$ cat config.mk
export PLATFORM = sky130hd
export DESIGN_NAME = note_player_ctrl
export DESIGN_NICKNAME = d
export VERILOG_FILES = /design/src/rtl/note_player_pkg.sv /design/src/rtl/note_player_ctrl_state_reg.sv /design/src/rtl/note_player_ctrl.sv
export SDC_FILE = /design/constraint.sdc
export NUM_CORES = 1
export LEC_CHECK = 0
export CORE_AREA = 2 2 39 41
export DETAILED_ROUTE_END_ITERATION = 12
export DIE_AREA = 0 0 41 43
export SETUP_SLACK_MARGIN = 0.02
export SKIP_LAST_GASP = 1
export SYNTH_ARGS = -nofsm -noshare
export SYNTH_HDL_FRONTEND = slang
export SYNTH_SLANG_ARGS = --single-unit
$ cat constraint.sdc
create_clock -name clk -period 1.2 [get_ports clk]
set_input_delay 0.18 -clock clk [delete_from_list [all_inputs] [get_ports clk]]
set_output_delay 0.18 -clock clk [all_outputs]
set_load 0.005 [all_outputs]
$ cat src/rtl/note_player_pkg.sv
`default_nettype none
// ============================================================================
// Module      : note_player_pkg
// Description : Shared definitions for the note player controller.
//               Holds the state width and the fixed one-hot-style state codes
//               (RESET is all zeros, the four operating states are one-hot).
// Revision    : 1.0 - initial release
// ============================================================================
package note_player_pkg;

    localparam int c_STATE_W = 4;

    typedef enum logic [c_STATE_W-1:0] {
        ST_RESET     = 4'b0000,
        ST_LOAD_HIGH = 4'b1000,
        ST_WAIT_HIGH = 4'b0100,
        ST_LOAD_LOW  = 4'b0010,
        ST_WAIT_LOW  = 4'b0001
    } state_t;

endpackage
`default_nettype wire

$ cat src/rtl/note_player_ctrl_state_reg.sv
`default_nettype none
// ============================================================================
// Module      : note_player_ctrl_state_reg
// Description : Plain state register for the note player FSM with a
//               synchronous active-high reset to a configurable value.
// Ports       : clk  - system clock
//               rst  - synchronous active-high reset
//               i_d  - next-state value
//               o_q  - registered state value
// Revision    : 1.0 - initial release
// ============================================================================
module note_player_ctrl_state_reg #(
    parameter int               WIDTH     = 4,
    parameter logic [WIDTH-1:0] RESET_VAL = '0
) (
    input  logic             clk,
    input  logic             rst,
    input  logic [WIDTH-1:0] i_d,
    output logic [WIDTH-1:0] o_q
);

    logic [WIDTH-1:0] r_q;

    always_ff @(posedge clk) begin
        if (rst) begin
            r_q <= RESET_VAL;
        end else begin
            r_q <= i_d;
        end
    end

    assign o_q = r_q;

endmodule
`default_nettype wire

$ cat src/rtl/note_player_ctrl.sv
`default_nettype none
// ============================================================================
// Module      : note_player_ctrl
// Description : Moore FSM that generates a square-wave note. Each half-period
//               starts with a LOAD state that pulses count_load to reload the
//               external down-counter, then a WAIT state that holds until the
//               counter reports count_done.
// Ports       : clk        - system clock, rising-edge active
//               rst        - synchronous active-high reset
//               state      - current state encoding (registered)
//               note       - square-wave output, 1 during the high half
//               count_load - half-period counter load strobe
//               count_done - half-period counter expiry (used in WAIT states)
// Config      : NOTE_PLAYER_CTRL_ASSERT_EN - when defined, compiles in
//               simulation-only consistency checks on state and outputs.
// Revision    : 1.0 - initial release
// ============================================================================
module note_player_ctrl
    import note_player_pkg::*;
(
    input  logic                 clk,
    input  logic                 rst,
    output logic [c_STATE_W-1:0] state,
    output logic                 note,
    output logic                 count_load,
    input  logic                 count_done
);

    logic [c_STATE_W-1:0] r_state;
    logic [c_STATE_W-1:0] w_next_state;

    note_player_ctrl_state_reg #(
        .WIDTH     (c_STATE_W),
        .RESET_VAL (ST_RESET)
    ) u_state_reg (
        .clk (clk),
        .rst (rst),
        .i_d (w_next_state),
        .o_q (r_state)
    );

    // Next-state logic. count_done is only looked at in the WAIT states, so
    // an unknown value on it cannot disturb RESET or LOAD transitions. Any
    // code outside the five legal ones falls back to RESET.
    always_comb begin
        w_next_state = ST_RESET;
        case (r_state)
            ST_RESET:     w_next_state = ST_LOAD_HIGH;
            ST_LOAD_HIGH: w_next_state = ST_WAIT_HIGH;
            ST_WAIT_HIGH: w_next_state = count_done ? ST_LOAD_LOW : ST_WAIT_HIGH;
            ST_LOAD_LOW:  w_next_state = ST_WAIT_LOW;
            ST_WAIT_LOW:  w_next_state = count_done ? ST_LOAD_HIGH : ST_WAIT_LOW;
            default:      w_next_state = ST_RESET;
        endcase
    end

    // Moore outputs, decoded from the registered state only.
    always_comb begin
        note       = 1'b0;
        count_load = 1'b0;
        case (r_state)
            ST_LOAD_HIGH: begin
                note       = 1'b1;
                count_load = 1'b1;
            end
            ST_WAIT_HIGH: begin
                note       = 1'b1;
            end
            ST_LOAD_LOW: begin
                count_load = 1'b1;
            end
            default: begin
                note       = 1'b0;
                count_load = 1'b0;
            end
        endcase
    end

    assign state = r_state;

`ifdef NOTE_PLAYER_CTRL_ASSERT_EN
    always @(posedge clk) begin
        if (!rst) begin
            if (!(r_state inside {ST_RESET, ST_LOAD_HIGH, ST_WAIT_HIGH,
                                  ST_LOAD_LOW, ST_WAIT_LOW})) begin
                $error("note_player_ctrl: illegal state %b", r_state);
            end
            if ($isunknown({note, count_load})) begin
                $error("note_player_ctrl: unknown output in state %b", r_state);
            end
            if (count_load && !(r_state == ST_LOAD_HIGH || r_state == ST_LOAD_LOW)) begin
                $error("note_player_ctrl: count_load outside LOAD in state %b", r_state);
            end
        end
    end
`else
    // Checks not compiled in; functional behaviour is unchanged.
`endif

endmodule
`default_nettype wire

# Word level (Yosys, flattened, before mapping)

Index checks and enable logic that the tools add are counted.

Input port bits: 3
Word-level logic and storage cells: 13
Output and inout port bits: 6
Flip-flop bits (word level): 4

Reduce and logical (&&, ||, !) cells: 3
Equality and inequality tests: 4
Mux-type cells: 5

Operators by type and width:

| operator                                                               | count |
|---|---|
| 4-bit one-hot mux with 5 select lines                                  | 1 |
| 4-bit by 1-bit equality test with 1-bit output (second input constant) | 1 |
| 4-bit by 2-bit equality test with 1-bit output (second input constant) | 1 |
| 4-bit by 3-bit equality test with 1-bit output (second input constant) | 1 |
| 4-bit equality test (second input constant)                            | 1 |
| 4-bit logical NOT                                                      | 1 |
| 4-bit two-way mux                                                      | 1 |
| 2-bit OR reduction                                                     | 2 |
| 3-bit two-way mux                                                      | 1 |
| 1-bit two-way mux                                                      | 2 |

# Longest topological paths before layout

Depth in word-level cells: 3
Depth in mapped cells: 2

# Cells and area by module

From an unflattened synthesis, not the netlist that was laid out.

Cell total of the unflattened synthesis: 22
Area total of the unflattened synthesis: 212.7 um2

Modules (own cells, without submodules):

| module                     | cells an instance | area an instance (um2) | times used | sequential area each (um2) |
|---|---|---|---|---|
| note_player_ctrl           | 14                | 107.6                  | 1          | 0.0 |
| note_player_ctrl_state_reg | 8                 | 105.1                  | 1          | 80.1 |

# Least setup slack after synthesis

OpenSTA, ideal clock, no wires.

Kind: register -> register
Start: reg u_state_reg.r_q[2], in the netlist u_state_reg.o_q[2]
End: reg u_state_reg.r_q[2], in the netlist u_state_reg.o_q[2]
Setup slack: 0.006 ns
Cell stages (with the launch flop): 3
Arrival: 1.091 ns
Required time: 1.097 ns
Clock period less this slack: 1.194 ns
Cell sequence: dfxtp_1 > or3b_1 > a2111oi_2

Longest elaborated chain between the ends: 2

RTL lines:

| element                                                                      | line                             | RTL |
|---|---|---|
| from (decl)                                                                  | note_player_ctrl_state_reg.sv:22 | `logic [WIDTH-1:0] r_q;` |
| from (signal assigned)                                                       | note_player_ctrl_state_reg.sv:28 | `r_q <= i_d;` |
| 4-bit by 1-bit equality test with 1-bit output, or another cell as far along | note_player_ctrl.sv:47           | `case (r_state)` |
| 4-bit one-hot mux with 5 select lines (*)                                    | note_player_ctrl.sv:47           |  |

Every way passes the cells marked *; elsewhere a longest branch is shown, timed or not.
A chain may end at the register's enable or synchronous reset.

# Worst setup path after layout

Start: reg u_state_reg.r_q[1], in the netlist u_state_reg.o_q[1]
End: out count_load

Longest elaborated chain between the ends: 3

RTL lines:

| element                                                                                      | line                   | RTL |
|---|---|---|
| 4-bit by 2-bit equality test with 1-bit output / 4-bit equality test (equally long branches) | note_player_ctrl.sv:61 | `case (r_state)` |
| 2-bit OR reduction (no source line) (*)                                                      | --                     |  |
| 1-bit two-way mux (*)                                                                        | note_player_ctrl.sv:61 |  |
| to (decl)                                                                                    | note_player_ctrl.sv:25 | `output logic count_load,` |

Marked as above.

==> flow_summary.toml <==
[outcome]
outcome = "complete, but fails checks"
violations = "negative setup slack"

[sta]
final-setup-viol-count = 1
hold_slack_ns = 0.536
tightest_slew_ns = 0.249
max_freq_mhz = 821
rsz0062_at_grt = "yes"
finalCriticalPeriod_ns = 1.22
slew_headroom_pct = 83.4
maxSlewViolCount = 0
finalCritPeriodShare_pct = 102
timing.final.ws_setup_ns = -0.0181
hold_viol = 0
finClkSkew_ns = 0.00148
fin_tns_setup_ns = -0.0181

[floorplanning]
design.die.area_um2 = 1760
rows = 14
die_y_um = 43
fp.coreArea_um2 = 1380
io_pins = 9
initial_core_util_pct = 13.6
die_w_um = 41

[global_routing]
grt_usage_pct = 7.42
grt_pass1_wl_um = 765
grt_max_degree = 7
antenna_found_initial = 0
grt_pass1_vias = 210
grt_overflow_total = 0

[place]
dp_hpwl_um = 355
dp.cells = 49
gp_congestion = 0.644
io_buffers = 8

[synthesis]
synth-seq-cells = 4
avgSynthCellArea_um2 = 9.88
synth_fa_ha_area_share_pct = 0
syn_nets = 22
yosysWarningCount = 0
synth_mux_area_share_pct = 0
syn-cell-area_um2 = 188
synth_compound_area_share_pct = 10.7
synth_top_family_by_area = "simple AND/OR/NAND/NOR gates"
ys_seq_area_share_pct = 42.7
synth-xor-area-share_pct = 9.33
synth-simple-area-share_pct = 37.3
synthDistinctLibCells = 12
synth_cells = 19

[route]
viasPerCell = 4.02
avgRoutedWirePerCell_um = 9.68
drtAntennaViolNets = 0
wirelength_um = 513
drtIter0Drc = 1
vias = 213
firstDrtPassIters = 4
drc = 0

[clock_tree]
cts_buffers = 3
cts_root_buf = "clkbuf_4"
clock_path_buffers = 2
cts_max_level = 1
cts.sinks = 4
clk_latency_ns = 0.23
cts_tree = "yes"
clk_pin_slew_worst_paths_ns = 0.04

[worst_hold_path]
hp-class = "register to register"

[layout]
drive_gt1_share_pct = 51.4
syn2layout_area_growth_pct = 100
stdcell_count = 53
antenna_cells = 0
fillCellCount = 150
final_nets = 42
largest_reg_flops = 4
mostFrequentLayoutCell = "buf_4"
seqCellArea_um2 = 87.6
multi_input_area_um2 = 115

[worst_setup_path]
critPathCaptureType = "primary output"
worstPathArrival_ns = 1.04
crit_required_ns = 1.02
crit_fanout = 2
path_class = "register to primary output"
cp-start-kind = "register"

[run]
cap_violations = 0

[power_and_ir_drop]
power.density_nw_per_um2 = 1150
total_leakage_power_uw = 0.000164
finalPower_uw = 431
peakVddDrop_mv = 0.200
[where the power goes]
| part | internal (uW) | switching [uW] |
|---|---|---|
| clock | 112 | 52.4 |
| sequential | 146 | 13.7 |
| combinational | 68.9 | 38.2 |
[area by class of cell]
cell class	instances	area share, %
timing repair buffer	15	34.7
multi-input combinational	15	30.7
sequential	4	23.3
clock buffer	3	6.00
tap	16	5.33
[path summary, 6_finish.rpt]
| path | from | endpoint | slack, ns | depth (start not counted) |
|---|---|---|---|---|
| worst min-delay path | u_state_reg.o_q[1]$_SDFF_PP0_ | u_state_reg.o_q[3]$_SDFF_PP0_ | 0.54 | 2 |
| worst max register to register | u_state_reg.o_q[3]$_SDFF_PP0_ | u_state_reg.o_q[2]$_SDFF_PP0_ | 0.06 | 2 |
| worst min register to register | u_state_reg.o_q[1]$_SDFF_PP0_ | u_state_reg.o_q[3]$_SDFF_PP0_ | 0.54 | 2 |
| worst max-delay path | u_state_reg.o_q[1]$_SDFF_PP0_ | count_load | -0.02 | 4 |
[cell families after synthesis]
logic type	after synthesis
flip-flops	4
XOR/XNOR	2
AND/OR/NAND/NOR	11
AO/OA/AOI/OAI	2
[critical path: stages, from the launching register on]
cell and delay, ns:
dfxtp_2 0.32, buf_6 0.12, xnor2_2 0.11, nor3_1 0.12, buf_2 0.14
[per-layer routing]
metal / up-vias / wire length (um) / GRT usage (%)
met3: 0 / 39 / 6.28
met5: - / 0 / 0
met2: 5 / 272 / 9.06
li1: 108 / - / -
met1: 100 / 201 / 6.73
met4: 0 / 0 / 8.00
[synth_stat cells]
library cell / instances / area share [%]
nor4_1: 1 / 3.3
or3_1: 1 / 3.3
nor2b_1: 1 / 3.3
dfxtp_1: 4 / 43
or3b_1: 1 / 4.7
or3b_2: 1 / 4.7
a2111oi_2: 1 / 8.0
xnor2_1: 2 / 9.3
nor3_1: 3 / 8.0
and3_1: 1 / 3.3
a21oi_1: 1 / 2.7
nand2b_1: 2 / 6.7
[what timing repair did]
item | CTS | global route
setup endpoints to repair | 7 | 3
gates resized for setup | 14 | 5
hold endpoints to repair | 0 | 0
setup buffers | 1 | 0
hold buffers | 0 | 0
pin swaps | 2 | 1
[metrics by stage]
stage                     utilization [%]  setup slack, ns  cell area [um2]
final                                27.1          -0.0181              375
after global routing                 27.1          -0.0791              375
after CTS                            26.5           -0.108              367
after detailed placement             24.2           -0.238              335
after floorplan                         -           0.0471              190
after global placement               24.2           -0.215              335
Power figures use the tool's default switching activity.
==> variant 1 (config.mk and constraints unchanged) <==
Register the output `state`, without a reset; this adds one clock of latency there. The other outputs are not delayed to match. Comments in the files are not updated.
--- a/src/rtl/note_player_ctrl.sv
+++ b/src/rtl/note_player_ctrl.sv
@@ -76,7 +76,9 @@
         endcase
     end
 
-    assign state = r_state;
+    always_ff @(posedge clk) begin
+        state <= r_state;
+    end
 
 `ifdef NOTE_PLAYER_CTRL_ASSERT_EN
     always @(posedge clk) begin
Behaviour: not the same (a bounded check fails within 4 cycles, from zero or initial values and one cycle with rst high).
==> variant 1 against the unedited design <==
Power increased by 41%. Final area is 18% higher. Clock skew up 0.0042 ns. Synthesized area rose by 43%. Worst hold slack lost 0.13 ns. Combinational power shrank 6%. Core utilization up 5.0 points. Via count up 12%. Sequential share of layout area grew 16 points. Critical endpoint unchanged. Sequential cell count increased by 4. Wire length is 9.6% higher. Worst setup slack got worse by 0.0090 ns. Count of clock-buffer cells in the layout unchanged. The flow still finishes with violations (negative setup slack). Cell count rose by 3.8%.
==> variant 1: results (changes against the unedited design) <==
Global routing
  • M1 GR Usage: 7.79% (was 6.73%)
  • Maximum number of pins on one net before global-route repair: 8 (was 7)
  • Total global routing track utilization: 7.65% (was 7.42%)
  • Via count of the first global-routing pass: 216 (was 210)
  • Grt met3 use: 3.14% (was 6.28%)

Critical path
  • Delay of the slowest critical-path stage: 0.36 ns (was 0.32 ns)
  • Highest-delay cell along the critical path: sky130_fd_sc_hd__dfxtp_4 (was sky130_fd_sc_hd__dfxtp_2)
  • First element of the critical path: u_state_reg.o_q[3] (was u_state_reg.o_q[1])
  • Crit path max fanout: 4 (was 2)

Final layout
  • Layout Area Growth over Synthesis: 65.9% (was 100%)
  • Count of plain and timing-repair buffers: 13 (was 15)
  • Finished Layout Cells: 55 (was 53)
  • Clock-cell share: 5.07% (was 6.00%)
  • Final-layout non-clock buffer area share: 23.1% (was 34.7%)
  • Share of final-layout standard cells stronger than drive strength 1: 48.7% (was 51.4%)
  • Final net count: 44 (was 42)
  • Sequential cell area: 173 um^2 (was 87.6 um^2)

Run status
  • Violations in the final reports: negative setup slack (unchanged)
  • Outcome: complete, but fails checks (unchanged)

Detailed routing
  • Routed length on met3: 19 um (was 39 um)
  • Total routed wire length on the met1 layer: 247 um (was 201 um)
  • Total number of vias: 239 (was 213)
  • Pre-Repair DR Iteration Count: 2 (was 4)

Placement
  • Setup Slack @ Placement: -0.223 ns (was -0.238 ns)
  • Post-place instance area: 405 um^2 (was 335 um^2)
  • Placer Congestion: 0.824 (was 0.644)
  • Cell count after placement: 52 (was 49)
  • Post-DP HPWL: 390 um (was 355 um)

Power
  • Internal Power: 464 uW (was 326 uW)
  • Sequential logic power: 302 uW (was 159 uW)
  • Worst IR Drop VDD: 0.399 mV (was 0.200 mV)
  • Clock distribution power: 202 uW (was 164 uW)

Clock network
  • Worst skew pair latency: 0.25 ns (was 0.23 ns)
  • # Post-CTS Setup Buffers: 0 (was 1)

Yosys
  • Syn_nets: 26 (was 22)
  • Sequential element share of the synthesized area: 59.8% (was 42.7%)
  • Top post-synthesis cells by area: sky130_fd_sc_hd__dfxtp_1, sky130_fd_sc_hd__xnor2_1, sky130_fd_sc_hd__nor3_1 (unchanged)

Timing
  • Transition at the pin with the smallest max-transition slack: 0.238 ns (was 0.249 ns)
  • Setup Viol. Count Final: 1 (unchanged)
  • Post-route setup slack: -0.0272 ns (was -0.0181 ns)
[variant 1: path summary, 6_finish.rpt]
check / end / slack [ns] / depth (start not counted)
min reg2reg: state[2] / 0.41 / 0
max: count_load / -0.03 / 3
min: state[2] / 0.41 / 0
max reg2reg: u_state_reg.o_q[2] / 0.04 / 2
[variant 1: cells by family after synthesis]
logic type       synth area share [%]
AND/OR/NAND/NOR                  26.2
flip-flops                       59.8
AO/OA/AOI/OAI                    7.47
XOR/XNOR                         6.54
[variant 1: through the flow]
stage	util, %	total power [uW]	setup TNS, ns
after floorplan	-	345	0
after global placement	29.3	418	-0.661
after detailed placement	29.3	420	-0.690
after CTS	30.2	605	-0.0405
after global routing	32.1	634	-0.107
final	32.1	605	-0.0272
[variant 1: what timing repair did]
| item | CTS | global route |
|---|---|---|
| endpoints found under the setup margin | 7 | 4 |
| pin swaps | 1 | 4 |
| endpoints found under the hold margin | 0 | 0 |
| hold buffers | 0 | 0 |
| gates resized for setup | 15 | 8 |
==> variant 2 (config.mk and constraints unchanged) <==
Without the edit above. Register the input `count_done` before use, without a reset. The logic sees it one clock later.
--- a/src/rtl/note_player_ctrl.sv
+++ b/src/rtl/note_player_ctrl.sv
@@ -26,6 +26,12 @@
     input  logic                 count_done
 );
 
+    logic count_done_q;
+
+    always_ff @(posedge clk) begin
+        count_done_q <= count_done;
+    end
+
     logic [c_STATE_W-1:0] r_state;
     logic [c_STATE_W-1:0] w_next_state;
 
@@ -47,9 +53,9 @@
         case (r_state)
             ST_RESET:     w_next_state = ST_LOAD_HIGH;
             ST_LOAD_HIGH: w_next_state = ST_WAIT_HIGH;
-            ST_WAIT_HIGH: w_next_state = count_done ? ST_LOAD_LOW : ST_WAIT_HIGH;
+            ST_WAIT_HIGH: w_next_state = count_done_q ? ST_LOAD_LOW : ST_WAIT_HIGH;
             ST_LOAD_LOW:  w_next_state = ST_WAIT_LOW;
-            ST_WAIT_LOW:  w_next_state = count_done ? ST_LOAD_HIGH : ST_WAIT_LOW;
+            ST_WAIT_LOW:  w_next_state = count_done_q ? ST_LOAD_HIGH : ST_WAIT_LOW;
             default:      w_next_state = ST_RESET;
         endcase
     end
Check against the original RTL: not equivalent (a bounded check fails within 4 cycles, from zero or initial values and one cycle with rst high).
==> variant 2 against the unedited design <==
The flow still finishes with violations (negative setup slack). Sequential power grew 19%. Critical path depth is the same. Global-route usage grew 1.1 points. Sequential cell count grew 1. Worst hold slack lost 0.15 ns. Final area grew 9.0%. Worst setup slack lost 0.024 ns. Synthesized area grew 11%. Power grew 16%. Wire length grew 4.5%. Clock skew is essentially flat. Critical endpoint unchanged. Largest power group unchanged.
==> variant 2: results (changes against the unedited design) <==
Global routing
  • Wire length of the first global-routing pass: 903 um (was 765 um)
  • Total global routing track utilization: 8.53% (was 7.42%)
  • Via count of the first global-routing pass: 228 (was 210)

Clock network
  • # Post-CTS Setup Buffers: 4 (was 1)
  • Worst-case clock buffer depth: 2 (unchanged)
  • H-tree depth: 1 (unchanged)

Detailed routing
  • Number of DRC violations after detailed-routing iteration 0: 3 (was 1)
  • Pre-Repair DR Iteration Count: 2 (was 4)
  • Ratio of routed vias to standard cells: 3.97 (was 4.02)
  • Total number of vias: 230 (was 213)

Power
  • Internal Power: 379 uW (was 326 uW)
  • Worst IR Drop VDD: 0.576 mV (was 0.200 mV)
  • Lkg Pwr: 0.000184 uW (was 0.000164 uW)

Yosys
  • Sequential element share of the synthesized area: 48.2% (was 42.7%)
  • Top post-synthesis cells by area: sky130_fd_sc_hd__dfxtp_1, sky130_fd_sc_hd__xnor2_1, sky130_fd_sc_hd__nor3_1 (unchanged)
  • Syn_nets: 23 (was 22)
  • Commonest cells post-synth: sky130_fd_sc_hd__dfxtp_1, sky130_fd_sc_hd__nor3_1, sky130_fd_sc_hd__nand2b_1, sky130_fd_sc_hd__xnor2_1 (unchanged)
  • Avg Synthesized Cell Area: 10.4 um^2 (was 9.88 um^2)

Final layout
  • Share of final-layout standard cells stronger than drive strength 1: 50.0% (was 51.4%)

Timing
  • Relative max-transition margin: 83.7% (was 83.4%)
  • Clock tree skew after final layout: 0.00179 ns (was 0.00148 ns)
  • Worst slack on hold paths: 0.390 ns (was 0.536 ns)
  • Setup Viol. Count Final: 2 (was 1)
  • Post-route setup slack: -0.0422 ns (was -0.0181 ns)
  • Setup_tns: -0.0776 ns (was -0.0181 ns)

Worst hold path
  • Worst-case hold path end point: count_done_q (was u_state_reg.o_q[3])
  • Number of cells on the worst hold path: 1 (was 2)
  • Hold path startpoint: count_done (was u_state_reg.o_q[1])
  • Worst min-delay path category: in -> reg (was reg -> reg)

Placement
  • Setup Slack @ Placement: -0.0844 ns (was -0.238 ns)
  • Post-place instance area: 355 um^2 (was 335 um^2)
  • Placer Congestion: 0.699 (was 0.644)

Critical path
  • Delay of the slowest critical-path stage: 0.32 ns (about the same)
  • CP Data Arrival Time: 1.06 ns (was 1.04 ns)
  • Highest-delay cell along the critical path: sky130_fd_sc_hd__dfxtp_2 (unchanged)
  • R2r startpoint: u_state_reg.o_q[2] (was u_state_reg.o_q[3])

Run status
  • Outcome: complete, but fails checks (unchanged)
  • Violations in the final reports: negative setup slack (unchanged)
## variant 2: area by class of cell
class | count | area, um^2
flip-flops and latches | 5 | 110
multi-input cells | 15 | 108
fillers | 157 | 975
well taps | 16 | 20.0
repair buffers | 18 | 145
clock buffers | 4 | 26.3
## variant 2: worst max path at each step
stage               cells after the start          startpoint                 end  slack [ns]
floorplan                               2  u_state_reg.o_q[3]  u_state_reg.o_q[2]        0.05
global placement                        3  u_state_reg.o_q[2]                note       -0.08
detailed placement                      3  u_state_reg.o_q[2]                note       -0.08
CTS                                     4  u_state_reg.o_q[3]                note       -0.17
global route                            4  u_state_reg.o_q[3]                note       -0.12
finish                                  4  u_state_reg.o_q[1]          count_load       -0.04
## variant 2: critical path, delay by kind of cell (launching register included)
kind,cells,cell delay [ns]
DFF,1,0.32
buffers and inverters,2,0.27
and+or+nand+nor,1,0.12
xor gates and xnor gates,1,0.11
## variant 2: power groups by stage
| stage | Sequential (uW) | Clock [uW] | Combinational [uW] |
|---|---|---|---|
| floorplan | 199 | 0 | 38.0 |
| global placement | 197 | 0 | 116 |
| detailed placement | 197 | 0 | 117 |
| CTS | 189 | 210 | 118 |
| global route | 191 | 221 | 125 |
| finish | 189 | 194 | 115 |
## variant 2: metal layers
metal  wire length, um  share of wire [%]  up-vias  track usage [%]
met3                43                8.0        0             7.85
met4                 0                  0        0             6.00
met2               258                 48        9             11.3
li1                  -                  -      119                -
met1               234                 44      102             8.04
met5                 0                  0        -                0
## variant 2: logic make-up (layout without fill, tap and decap cells)
| group | after synthesis | count (layout) | share of synthesized area [%] |
|---|---|---|---|
| xor+xnor | 2 | 2 | 8.44 |
| flops | 5 | 5 | 48.2 |
| compound gates | 2 | 2 | 9.63 |
| buf+inv | 0 | 22 | 0 |
| simple gates | 11 | 11 | 33.7 |
